$ cat config.mk
export PLATFORM = sky130hd
export DESIGN_NAME = led_sequencer
export DESIGN_NICKNAME = d
export VERILOG_FILES = /design/src/rtl/led_seq_pkg.sv /design/src/rtl/led_sequencer_tick_gen.sv /design/src/rtl/led_sequencer.sv
export SDC_FILE = /design/constraint.sdc
export NUM_CORES = 1
export LEC_CHECK = 0
export CELL_PAD_IN_SITES_DETAIL_PLACEMENT = 0
export CELL_PAD_IN_SITES_GLOBAL_PLACEMENT = 1
export CORE_ASPECT_RATIO = 1.4
export CORE_MARGIN = 2
export CORE_UTILIZATION = 50
export DETAILED_ROUTE_END_ITERATION = 8
export MAX_ROUTING_LAYER = met4
export PLACE_DENSITY_LB_ADDON = 0.1
export SYNTH_ARGS = -nofsm -noshare
export SYNTH_HDL_FRONTEND = slang
export SYNTH_HIERARCHICAL = 1
export SYNTH_SLANG_ARGS = --single-unit
$ cat constraint.sdc
create_clock -name clk -period 8.08 [get_ports clk]
set_clock_uncertainty 0.15 [all_clocks]
set_input_delay 0.808 -clock clk [delete_from_list [all_inputs] [get_ports clk]]
set_output_delay 0.808 -clock clk [all_outputs]
set_load 0.05 [all_outputs]
$ cat src/rtl/led_seq_pkg.sv
// Shared definitions for the LED sequencer.
//   mode_t  : pattern mode encoding, matches the 2-bit i_mode input
//   DIR_*   : i_dir encoding for ROTATE and FILL
//   bnc_t   : BOUNCE direction state encoding
package led_seq_pkg;

    typedef enum logic [1:0] {
        MODE_ROTATE = 2'b00,
        MODE_BOUNCE = 2'b01,
        MODE_FILL   = 2'b10,
        MODE_BLINK  = 2'b11
    } mode_t;

    localparam logic DIR_LEFT  = 1'b0;
    localparam logic DIR_RIGHT = 1'b1;

    typedef enum logic {
        BNC_L = 1'b0,
        BNC_R = 1'b1
    } bnc_t;

endpackage

$ cat src/rtl/led_sequencer_tick_gen.sv
// Prescaler for the LED sequencer. Counts enabled cycles and raises o_tick
// (combinational) in the cycle whose clock edge should take a pattern step.
//   clk      : clock
//   i_ck_rst : asynchronous active-low reset
//   i_enable : 1 = count, 0 = hold count, no tick
//   i_clear  : synchronous clear of the count, wins over i_enable, no tick
//   i_limit  : period - 1 of the currently selected period
//   o_tick   : step fires on the coming edge
module tick_gen #(
    parameter int CNT_W = 27
) (
    input  logic             clk,
    input  logic             i_ck_rst,
    input  logic             i_enable,
    input  logic             i_clear,
    input  logic [CNT_W-1:0] i_limit,
    output logic             o_tick
);

    logic [CNT_W-1:0] cnt_q;
    logic             at_limit;

    // >= rather than == so that shrinking the period mid-count fires at once
    // instead of running the counter round through its full range.
    assign at_limit = (cnt_q >= i_limit);
    assign o_tick   = i_enable && !i_clear && at_limit;

    // NOTE: sequential state uses non-blocking assignments only, so every
    // flop samples pre-edge values regardless of block ordering.
    always_ff @(posedge clk or negedge i_ck_rst) begin
        if (!i_ck_rst) begin
            cnt_q <= '0;
        end else if (i_clear) begin
            cnt_q <= '0;
        end else if (i_enable) begin
            if (at_limit) cnt_q <= '0;
            else          cnt_q <= cnt_q + CNT_W'(1);
        end
    end

endmodule

$ cat src/rtl/led_sequencer.sv
// LED pattern sequencer: ROTATE, BOUNCE, FILL and BLINK patterns stepped at
// one of four selectable prescaler periods.
//   clk          : clock, all state on rising edge
//   i_ck_rst     : asynchronous active-low reset
//   i_enable     : 1 = run, 0 = hold pattern, count and bounce direction
//   i_mode       : 00 ROTATE, 01 BOUNCE, 10 FILL, 11 BLINK
//   i_dir        : 1 = right (toward bit 0), 0 = left (ROTATE/FILL only)
//   i_period_sel : selects PERIOD0..PERIOD3 clocks per step
//   o_leds       : registered LED pattern
//   o_tick       : one-cycle pulse with each pattern step
//   o_wrap       : one-cycle pulse when a step returns to the entry pattern
module led_sequencer
    import led_seq_pkg::*;
#(
    parameter int N_LEDS  = 4,
    parameter int CNT_W   = 27,
    parameter int PERIOD0 = 12_500_000,
    parameter int PERIOD1 = 25_000_000,
    parameter int PERIOD2 = 50_000_000,
    parameter int PERIOD3 = 100_000_000
) (
    input  logic              clk,
    input  logic              i_ck_rst,
    input  logic              i_enable,
    input  logic [1:0]        i_mode,
    input  logic              i_dir,
    input  logic [1:0]        i_period_sel,
    output logic [N_LEDS-1:0] o_leds,
    output logic              o_tick,
    output logic              o_wrap
);

    localparam logic [N_LEDS-1:0] LED_ONE = N_LEDS'(1);

    function automatic logic [N_LEDS-1:0] entry_pattern(input mode_t m);
        case (m)
            MODE_FILL:  entry_pattern = '0;
            MODE_BLINK: entry_pattern = '1;
            default:    entry_pattern = LED_ONE;
        endcase
    endfunction

    mode_t             mode_q;
    mode_t             mode_in;
    bnc_t              bnc_q, bnc_d, bnc_step;
    logic [N_LEDS-1:0] leds_q, leds_step;
    logic              tick_q, wrap_q;
    logic              mode_change;
    logic              fire;
    logic [CNT_W-1:0]  limit;

    assign mode_in     = mode_t'(i_mode);
    assign mode_change = (mode_in != mode_q);

    always_comb begin
        case (i_period_sel)
            2'd0:    limit = CNT_W'(PERIOD0 - 1);
            2'd1:    limit = CNT_W'(PERIOD1 - 1);
            2'd2:    limit = CNT_W'(PERIOD2 - 1);
            default: limit = CNT_W'(PERIOD3 - 1);
        endcase
    end

    // A mode change clears the count so the new pattern gets a full period.
    tick_gen #(
        .CNT_W (CNT_W)
    ) u_tick_gen (
        .clk      (clk),
        .i_ck_rst (i_ck_rst),
        .i_enable (i_enable),
        .i_clear  (mode_change),
        .i_limit  (limit),
        .o_tick   (fire)
    );

    // Pattern that the next step would produce in the current mode.
    // NOTE: every output of this block gets a default first, so no path
    // leaves one unassigned and no latch is inferred.
    always_comb begin
        leds_step = leds_q;
        bnc_step  = bnc_q;
        case (mode_q)
            MODE_ROTATE: begin
                if (i_dir == DIR_RIGHT) leds_step = {leds_q[0], leds_q[N_LEDS-1:1]};
                else                    leds_step = {leds_q[N_LEDS-2:0], leds_q[N_LEDS-1]};
            end
            MODE_BOUNCE: begin
                if (bnc_q == BNC_L) begin
                    leds_step = {leds_q[N_LEDS-2:0], 1'b0};
                    if (leds_step[N_LEDS-1]) bnc_step = BNC_R;
                end else begin
                    leds_step = {1'b0, leds_q[N_LEDS-1:1]};
                    if (leds_step[0]) bnc_step = BNC_L;
                end
            end
            MODE_FILL: begin
                if (&leds_q)                 leds_step = '0;
                else if (i_dir == DIR_RIGHT) leds_step = {1'b1, leds_q[N_LEDS-1:1]};
                else                         leds_step = {leds_q[N_LEDS-2:0], 1'b1};
            end
            default: begin
                leds_step = ~leds_q;
            end
        endcase
    end

    // Bounce direction FSM next state; a mode change re-enters heading left.
    always_comb begin
        bnc_d = bnc_q;
        if (mode_change) bnc_d = BNC_L;
        else if (fire)   bnc_d = bnc_step;
    end

    always_ff @(posedge clk or negedge i_ck_rst) begin
        if (!i_ck_rst) bnc_q <= BNC_L;
        else           bnc_q <= bnc_d;
    end

    // Pattern, mode and pulse registers. Mode change outranks a step.
    always_ff @(posedge clk or negedge i_ck_rst) begin
        if (!i_ck_rst) begin
            leds_q <= LED_ONE;
            mode_q <= MODE_ROTATE;
            tick_q <= 1'b0;
            wrap_q <= 1'b0;
        end else begin
            tick_q <= 1'b0;
            wrap_q <= 1'b0;
            if (mode_change) begin
                mode_q <= mode_in;
                leds_q <= entry_pattern(mode_in);
            end else if (fire) begin
                leds_q <= leds_step;
                tick_q <= 1'b1;
                wrap_q <= (leds_step == entry_pattern(mode_q));
            end
        end
    end

    assign o_leds = leds_q;
    assign o_tick = tick_q;
    assign o_wrap = wrap_q;

endmodule

After elaboration in Yosys (flattened, before gate mapping)
Cells that the tools add are included.
{ "word_totals": {"regBits": 36, "input_bits": 8, "out_inout_bits": 6} }
{ "op_classes": {"n_addsub": 1, "n_lt_le_gt_ge": 1, "eq_ne": 9, "muxes": 25, "bitwise": 1, "n_reduce_logical": 10} }
{ "ops": {"columns": ["cell", "count"], "rows": [
  ["two-way mux 27 bit", 3],
  ["case mux 27 bit (3 select lines)", 1],
  ["two-way mux 4 bit", 8],
  ["adder 27 x 1 -> 27 bit (second input constant)", 1],
  [">= comparator 27 bit", 1],
  ["case mux 4 bit (2 select lines)", 2],
  ["case mux 4 bit (3 select lines)", 1],
  ["equality test 2 bit (second input constant)", 5],
  ["two-way mux 1 bit", 10],
  ["nonzero test 2 bit", 3],
  ["equality test 2 x 1 -> 1 bit (second input constant)", 2],
  ["equality test 4 bit", 1],
  ["zero test 2 bit", 2],
  ["inverter 4 bit", 1],
  ["AND reduction 4 bit", 1],
  ["logical AND 1 bit", 2],
  ["inequality test 2 bit", 1],
  ["AND reduction 2 bit", 1],
  ["zero test 1 bit", 1]
]} }

Logic depth before layout (Yosys ltp)
Gate-level depths: netlist of the first run.
{ "depth": {"word_depth": 9, "mapped_depth": 16} }

Cells and area by module
Netlist of the first run, hierarchy kept.
{ "by_module_without_submodules": {"columns": ["module", "instances", "cells_each", "area_per_inst_um2", "seq_area_each_um2"], "rows": [
  ["tick_gen", 1, 296, 2413.6, 675.6],
  ["led_sequencer", 1, 91, 732.0, 226.5]
]} }

Least setup slack after synthesis of the first run
OpenSTA, ideal clock, no wires.
{ "synth_timing": {"path_type": "input -> register", "start": "input i_period_sel[0]", "end": "register wrap_q, in the netlist o_wrap", "setup_ns": 0.095, "t_arrival_ns": 3.403, "t_required_ns": 7.835, "slack_ns": 4.432, "cell_stages": 14, "path_cell_list": "nand2_1 > inv_1 > inv_1 > ha_1 > nand4_2 > nor4_2 > nand2_1 > a21oi_4 > nor2_8 > buf_2 > nor3b_1 > o311ai_0 > a211o_1 > nor4b_2"} }
{ "synth_via": {"elab_chain_len": 6, "elab_cells_between_ends": 8} }
{ "synth_rtl": {"columns": ["item", "line", "text"], "rows": [
  ["start: declaration", "led_sequencer.sv:27", "input logic [1:0] i_period_sel,"],
  ["equality test 2 bit (tied with other cells)", "led_sequencer.sv:56", "case (i_period_sel)"],
  ["case mux 27 bit (3 select lines) *", "led_sequencer.sv:56", null],
  ["named net limit[26]", "led_sequencer.sv:50", "logic [CNT_W-1:0] limit;"],
  [">= comparator 27 bit *", "led_sequencer_tick_gen.sv:25", "assign at_limit = (cnt_q >= i_limit);"],
  ["logical AND 1 bit *", "led_sequencer_tick_gen.sv:26", "assign o_tick = i_enable && !i_clear && at_limit;"],
  ["named net fire", "led_sequencer.sv:49", "logic fire;"],
  ["two-way mux 1 bit *", "led_sequencer.sv:132", "end else if (fire) begin"],
  ["two-way mux 1 bit *", "led_sequencer.sv:129", "if (mode_change) begin"],
  ["end signal: assignment", "led_sequencer.sv:135", "wrap_q <= (leds_step == entry_pattern(mode_q));"],
  ["end: declaration", "led_sequencer.sv:47", "logic tick_q, wrap_q;"]
]} }
The timed path passes the listed nets; every way through them passes the cells marked *.
A chain may end at the register's enable or synchronous reset.

Worst setup path after layout of the first run
Ends and elaborated chain as after synthesis.

==> results of run 1 <==
-- worst max-delay path: cells and delay by family --
family / cells / cell delay, ns
AO/OA/AOI/OAI: 3 / 0.79
AND/OR/NAND/NOR: 7 / 1.50
buffers and inverters: 4 / 0.90
adder cells (fa/ha/maj): 1 / 0.31
-- state kept, by name, summed over array words and instances (netlist names) --
name / flops
u_tick_gen/cnt_q: 27
o_tick: 1
o_leds: 4
mode_q: 2
bnc_q: 1
o_wrap: 1
-- path summary, 6_finish.rpt --
check | startpoint | end | slack (ns) | cells past startpoint
worst min-delay path | u_tick_gen/cnt_q[20]$_DFFE_PN0P_ | u_tick_gen/cnt_q[20]$_DFFE_PN0P_ | 0.40 | 1
worst max register to register | u_tick_gen/cnt_q[23]$_DFFE_PN0P_ | o_wrap$_DFF_PN0_ | 4.71 | 11
min in group asynchronous | i_ck_rst | u_tick_gen/cnt_q[8]$_DFFE_PN0P_ | 0.46 | 1
max in group asynchronous | i_ck_rst | u_tick_gen/cnt_q[22]$_DFFE_PN0P_ | 6.78 | 1
worst max-delay path | i_period_sel[0] | o_wrap$_DFF_PN0_ | 3.80 | 15
worst min register to register | u_tick_gen/cnt_q[20]$_DFFE_PN0P_ | u_tick_gen/cnt_q[20]$_DFFE_PN0P_ | 0.40 | 1
-- through the flow --
step	setup slack (ns)	area, µm²
6_report	3.80	3380
3_5_place_dp	3.53	3280
5_1_grt	3.57	3380
2_1_floorplan	4.43	3180
3_3_place_gp	3.70	3280
4_1_cts	3.82	3380
-- cell type report --
| class | instances | area share |
|---|---|---|
| Sequential cell | 36 | 0.267 |
| Multi-Input combinational cell | 297 | 0.591 |
| Timing Repair Buffer | 15 | 0.0415 |
| Tap cell | 72 | 0.0267 |
| Inverter | 40 | 0.0444 |
| Clock buffer | 8 | 0.0296 |
-- power breakdown --
group	switching, mW	internal (mW)	total (mW)
clock network	0.0671	0.0779	0.145
registers	0.00799	0.183	0.191
logic	0.0435	0.0210	0.0645
-- synth_stat cells, types with 3 or more instances --
cell type / instances / area share
inv_1: 39 / 0.047
dfrtp_1: 35 / 0.28
nand2_1: 35 / 0.042
ha_1: 28 / 0.11
nor2_1: 27 / 0.032
nand3_1: 26 / 0.041
a21oi_1: 24 / 0.038
o21ai_0: 15 / 0.024
clkbuf_1: 12 / 0.014
nand4_1: 10 / 0.020
o31ai_1: 10 / 0.024
and3_1: 9 / 0.018
a32oi_1: 8 / 0.022
nor2b_1: 7 / 0.014
a31oi_1: 6 / 0.012
mux2i_1: 6 / 0.019
nand2b_1: 6 / 0.012
nor3_1: 6 / 0.0095
a211oi_1: 4 / 0.0095
and2_1: 4 / 0.0080
nand4b_1: 4 / 0.011
and4_4: 3 / 0.011
buf_2: 3 / 0.0048
buf_6: 3 / 0.011
-- cell families after synthesis --
logic type,Yosys count,share of synthesized area
mux,6,0.0191
simple gates,157,0.284
compound gates,94,0.203
flops,36,0.287
xor+xnor,2,0.00557
buf+inv,62,0.0879
fa+ha+maj,28,0.111
other cells,2,0.00239
-- routing by layer --
| metal | wire length [µm] | vias up | part of all wire | GRT usage |
|---|---|---|---|---|
| li1 | - | 1407 | - | - |
| met1 | 3410 | 1367 | 0.45 | 0.293 |
| met2 | 3830 | 52 | 0.51 | 0.392 |
| met3 | 174 | 10 | 0.023 | 0.0258 |
| met4 | 125 | 0 | 0.017 | 0.0668 |
| met5 | 0 | - | 0 | - |
==> results.md, run 1 <==
* Worst stage delay on the critical path at ~0.54 ns
* CTS-repair resized insts at 0
* Leakage power total at ~1.6 nW
* Kind of launch point of the worst setup path: input port
* Number of enable-type register cells in the synthesized netlist at 0
* Synth-to-layout area growth at 7.44%
* Flops & latches, synth at 36
* Timing-limited maximum frequency at 0.234 GHz
* Unrepaired setup endpoints after global routing: no
* Outcome: completed
* Overall die height at roughly 98 µm
* Die area at between 6000 and 7000 µm²
* Top_reg_cell synth: dfrtp_1
* Clock tree from TritonCTS: yes
* Total number of nets in the final design at between 400 and 500
* Tightest Hold Check Type: flop to flop
* Detailed router's first-iteration violation count at approximately 180
* Number of global-route vias before repair at ~2600
* Worst EP required at roughly 8.1 ns
* Pre-Repair DR Iteration Count at 4
* Final WL at between 7000 and 8000 µm
* Slew @ Worst Pin at around 0.84 ns
* Relative slew slack at 0.442
* Total setup buffers inserted after CTS at 0
* Clock Sink Count at 36
* Post-detailed-placement half-perimeter wirelength at 5380 µm
* Layout Cells excl Fill at 468
* Total Power Consumption at between 0.4 and 0.5 mW
* Die outline width at around 71 µm
* Overall global routing resource usage at 0.232
* CP max-delay cell: clkdlybuf4s50_1
* Post-layout util at 0.548
* Via count of the routed design at approximately 2800
* Placed insts at 460
* First-pass GRT wire length at between 10000 and 15000 µm
* Number of max-slew violations in the final report at 0
* Power per Cell Area at around 120 nW/µm²
* Area taken by flip-flops and latches at approximately 900 µm²
* Filler instances at around 600
* Top Ports at 14
* Fraction of registers with async set/reset at 1.00
* Maximum number of pins on one net before global-route repair at 47
* Overflow left after global routing at 0
* Clock Latency Late Sink at just under 0.3 ns
* Root cell of the clock tree: clkbuf_8
* Initial core utilization at 0.510
* Largest fanout on the critical path at 37
* Area of combinational cells with multiple inputs at ~2000 µm²
* Highest-count cells in the layout ignoring fill and taps: inv_1, nand2_1, dfrtp_1
* Mean routed wirelength per cell at roughly 16 µm
* # port buffers at 13
* Seq/Total Area, Yosys at 0.287
* Worst-case clock buffer depth at 2
* Setup Viol. Count Final at 0
* Cell breakdown of the critical path: clkdlybuf4s50_1, inv_1, nand2_1, inv_1, ha_1, nand4_1, nor4_2, nand2_1, a21oi_4, nor2_8, nor3b_1, buf_4, o311ai_0, a211o_1, nor4b_2
* Clock-pin slew of the registers on the worst-case setup and hold paths at 0.07 ns
* Post-synthesis cell type count at approximately 70
* Detailed-route vias per instance at roughly 6.1
* Critical path capture point type: flop
* Kind of critical path: input port to flop
* Average size of a mapped cell at about 8 µm²
* Yosys warning total at 6
* Min Hold Slack at just under 0.4 ns
* Post-synthesis instance area at about 3100 µm²
* CTS buffer count at 5
* Initial antenna violation count at 0
* # DRC at 0
* Critical path data arrival time at approximately 4.3 ns
* Proportion of layout cells with a drive suffix above 1 at 0.0758
* Area of the core at slightly above 6000 µm²
* Quantity of hold-fixing buffers added after cts at 0
* Min Tclk post-route at between 4 and 5 ns
* Crit share post-route at 0.529
* Setup tns final at 0 ns
* Diode count at 0
* ANT nets after route at 0
* Post-Synthesis Cells at between 300 and 400
* Final Hold Violating Endpoints at 0
* Core Rows at 34
* Most common library cell in the layout ignoring fill and taps: inv_1
* Final weighted congestion in routability-driven placement at around 0.89
* H-Tree Depth at 2
* Peak VDD IR at 0.0000718 V
* Max-cap violations at 0
Note: power is estimated with default switching activity, not from simulation.
==> run 2: changes to the inputs <==
--- a/config.mk
+++ b/config.mk
@@ -9,7 +9,7 @@
 export CELL_PAD_IN_SITES_GLOBAL_PLACEMENT = 1
 export CORE_ASPECT_RATIO = 1.4
 export CORE_MARGIN = 2
-export CORE_UTILIZATION = 50
+export CORE_UTILIZATION = 47
 export DETAILED_ROUTE_END_ITERATION = 8
 export MAX_ROUTING_LAYER = met4
 export PLACE_DENSITY_LB_ADDON = 0.1
==> constraint.sdc (replaced) <==
create_clock -name clk -period 4.45 [get_ports clk]
set_clock_uncertainty 0.15 [all_clocks]
set_input_delay 0.445 -clock clk [delete_from_list [all_inputs] [get_ports clk]]
set_output_delay 0.445 -clock clk [all_outputs]
set_load 0.05 [all_outputs]
==> run 2 against run 1 <==
Compared with the run above: final cell count is 0.64% higher; wire length decreased by 1.1%; power increased by 90%; worst hold slack worse by 0.29 ns; critical path type unchanged; largest cell class unchanged.
==> results.md, run 2 (synthesis results as in run 1) <==
* Worst R2R Start: u_tick_gen/cnt_q[23]$_DFFE_PN0P_ (unchanged)
* Clock tree from TritonCTS: yes (unchanged)
* Final weighted congestion in routability-driven placement at 0.904 (was 0.895)
* ANT nets after route at 0 (unchanged)
* Cell class contributing the biggest share of worst-path delay: simple AND/OR/NAND/NOR gates (unchanged)
* Clock Power Share at 0.388 (was 0.362)
* Power dissipated by switching net loads at 0.224 mW (was 0.119 mW)
* H-Tree Depth at 2 (unchanged)
* Clock Sink Count at 36 (unchanged)
* Internal power at 0.537 mW (was 0.282 mW)
* Quantity of hold-fixing buffers added after cts at 0 (unchanged)
* Min Hold Slack at 0.107 ns (was 0.397 ns)
* Die area at 7370 µm² (was 6950 µm²)
* Proportion of layout cells with a drive suffix above 1 at 0.0806 (was 0.0758)
* Area of the core at 6530 µm² (was 6170 µm²)
* Largest fanout on the critical path at 13 (was 37)
* Pre-Repair DR Iteration Count at 4 (unchanged)
* Worst-case clock buffer depth at 2 (unchanged)
* Detailed-route vias per instance at 5.90 (was 6.06)
* Top Ports at 14 (unchanged)
* Post-detailed-placement half-perimeter wirelength at 5290 µm (was 5380 µm)
* CTS-repair resized insts at 0 (unchanged)
* Slew @ Worst Pin at 0.859 ns (was 0.837 ns)
* Peak VDD IR at 0.000184 V (was 0.0000718 V)
* Final WL at 7460 µm (was 7540 µm)
* Biggest register: u_tick_gen/cnt_q (unchanged)
* Switching portion of total power at 0.294 (was 0.296)
* Setup Viol. Count Final at 0 (unchanged)
* Kind of critical path: input port to flop (unchanged)
* Final Hold Violating Endpoints at 0 (unchanged)
* Core Rows at 35 (was 34)
* Kind of launch point of the worst setup path: input port (unchanged)
* Unrepaired setup endpoints after global routing: no (unchanged)
* Maximum number of pins on one net before global-route repair at 47 (unchanged)
* Most common library cell in the layout ignoring fill and taps: inv_1 (unchanged)
* Critical path data arrival time at 3.72 ns (was 4.32 ns)
* Total number of nets in the final design at 432 (was 431)
* Number of global-route vias before repair at 2633 (was 2592)
* Via count of the routed design at 2779 (was 2836)
* Sequential cell fraction of total power at 0.457 (was 0.477)
* Outcome: completed (unchanged)
* # port buffers at 13 (unchanged)
* Worst EP required at 4.50 ns (was 8.12 ns)
* Total setup buffers inserted after CTS at 0 (unchanged)
* Mean routed wirelength per cell at 15.8 µm (was 16.1 µm)
* Leakage power total at 1.60 nW (was 1.59 nW)
* Clock-pin slew of the registers on the worst-case setup and hold paths at 0.08 ns (was 0.07 ns)
* Timing-limited maximum frequency at 0.272 GHz
* Diode count at 0 (unchanged)
* Synth-to-layout area growth at 8.11% (was 7.44%)
* Tightest Hold Check Type: input port to async pin (was flop to flop)
* CTS buffer count at 5 (unchanged)
* Root cell of the clock tree: clkbuf_8 (unchanged)
* Overflow left after global routing at 0 (unchanged)
* First-pass GRT wire length at 12800 µm (was 12700 µm)
* Min Tclk post-route at between 3 and 4 ns
* Filler instances at 607 (was 615)
* Worst stage delay on the critical path at 0.55 ns (was 0.54 ns)
* Relative slew slack at 0.427 (was 0.442)
* # DRC at 0 (unchanged)
* Number of max-slew violations in the final report at 0 (unchanged)
* Detailed router's first-iteration violation count at 176 (was 179)
* Max-cap violations at 0 (unchanged)
* Initial core utilization at 0.482 (was 0.510)
* Setup tns final at 0 ns (unchanged)
* Count of buffer and inverter cells on the critical path at 4 (unchanged)
* Critical path capture point type: flop (unchanged)
* Initial antenna violation count at 0 (unchanged)
* Overall die height at 101 µm (was 97.9 µm)
* Post-layout util at 0.521 (was 0.548)
* Crit share post-route at 0.826
* Overall global routing resource usage at 0.226 (was 0.232)
* Cell breakdown of the critical path: clkdlybuf4s50_1, inv_1, nand2_1, inv_1, ha_1, nand4_1, nor4_2, nand2_1, a21oi_4, nor2_8, nor3b_1, buf_4, o311ai_0, a211o_1, nor4b_2 (unchanged)
* Flip-flop count of the largest register, all copies and words added at 27 (unchanged)
* Die outline width at 73.1 µm (was 71.0 µm)
* CP max-delay cell: clkdlybuf4s50_1 (unchanged)
* Highest-count cells in the layout ignoring fill and taps: inv_1, nand2_1, dfrtp_1 (unchanged)
* Share of power burned in combinational logic at 0.155 (was 0.161)
* Power per Cell Area at 224 nW/µm² (was 119 nW/µm²)
* Worst setup path startpoint: i_period_sel[0] (unchanged)
* Clock Latency Late Sink at 0.29 ns (about the same)
[run 2: routing by layer]
layer | routed length [µm] | track usage
met5 | 0 | -
met4 | 59 | 0.0484
met3 | 239 | 0.0270
met2 | 3830 | 0.381
met1 | 3330 | 0.289
[run 2: cell type report]
class | instances | area [µm²] | area share
sequential | 36 | 902 | 0.265
clock buffer | 5 | 68.8 | 0.0202
clock inverter | 3 | 42.5 | 0.0125
tap | 74 | 92.6 | 0.0272
multi-input combinational | 297 | 2000 | 0.587
inverter | 40 | 150 | 0.0442
timing repair buffer | 16 | 148 | 0.0434
[run 2: worst paths after layout]
| kind | end | cells after the start | slack [ns] |
|---|---|---|---|
| max | o_wrap$_DFF_PN0_ | 15 | 0.78 |
| min | u_tick_gen/cnt_q[22]$_DFFE_PN0P_ | 1 | 0.11 |
| max reg2reg | o_wrap$_DFF_PN0_ | 11 | 1.29 |
| min reg2reg | u_tick_gen/cnt_q[24]$_DFFE_PN0P_ | 1 | 0.40 |
| max in group asynchronous | u_tick_gen/cnt_q[15]$_DFFE_PN0P_ | 1 | 3.49 |
| min in group clk | u_tick_gen/cnt_q[24]$_DFFE_PN0P_ | 1 | 0.40 |
[run 2: per-stage QoR]
| step | setup slack [ns] | instances | total power [mW] | instance area (µm²) |
|---|---|---|---|---|
| 2_1_floorplan | 1.17 | 395 | 0.436 | 3180 |
| 4_1_cts | 0.787 | 471 | 0.770 | 3400 |
| 3_3_place_gp | 0.603 | 463 | 0.473 | 3290 |
| 6_report | 0.776 | 471 | 0.761 | 3400 |
| 5_1_grt | 0.516 | 471 | 0.803 | 3400 |
| 3_5_place_dp | 0.520 | 463 | 0.472 | 3290 |
[run 2: power by group through the flow]
stage | registers [mW] | logic, mW | clock network, mW
global route | 0.349 | 0.133 | 0.321
finish | 0.348 | 0.118 | 0.295
floorplan | 0.358 | 0.0774 | 0
global placement | 0.354 | 0.119 | 0
CTS | 0.348 | 0.119 | 0.303
detailed placement | 0.354 | 0.119 | 0
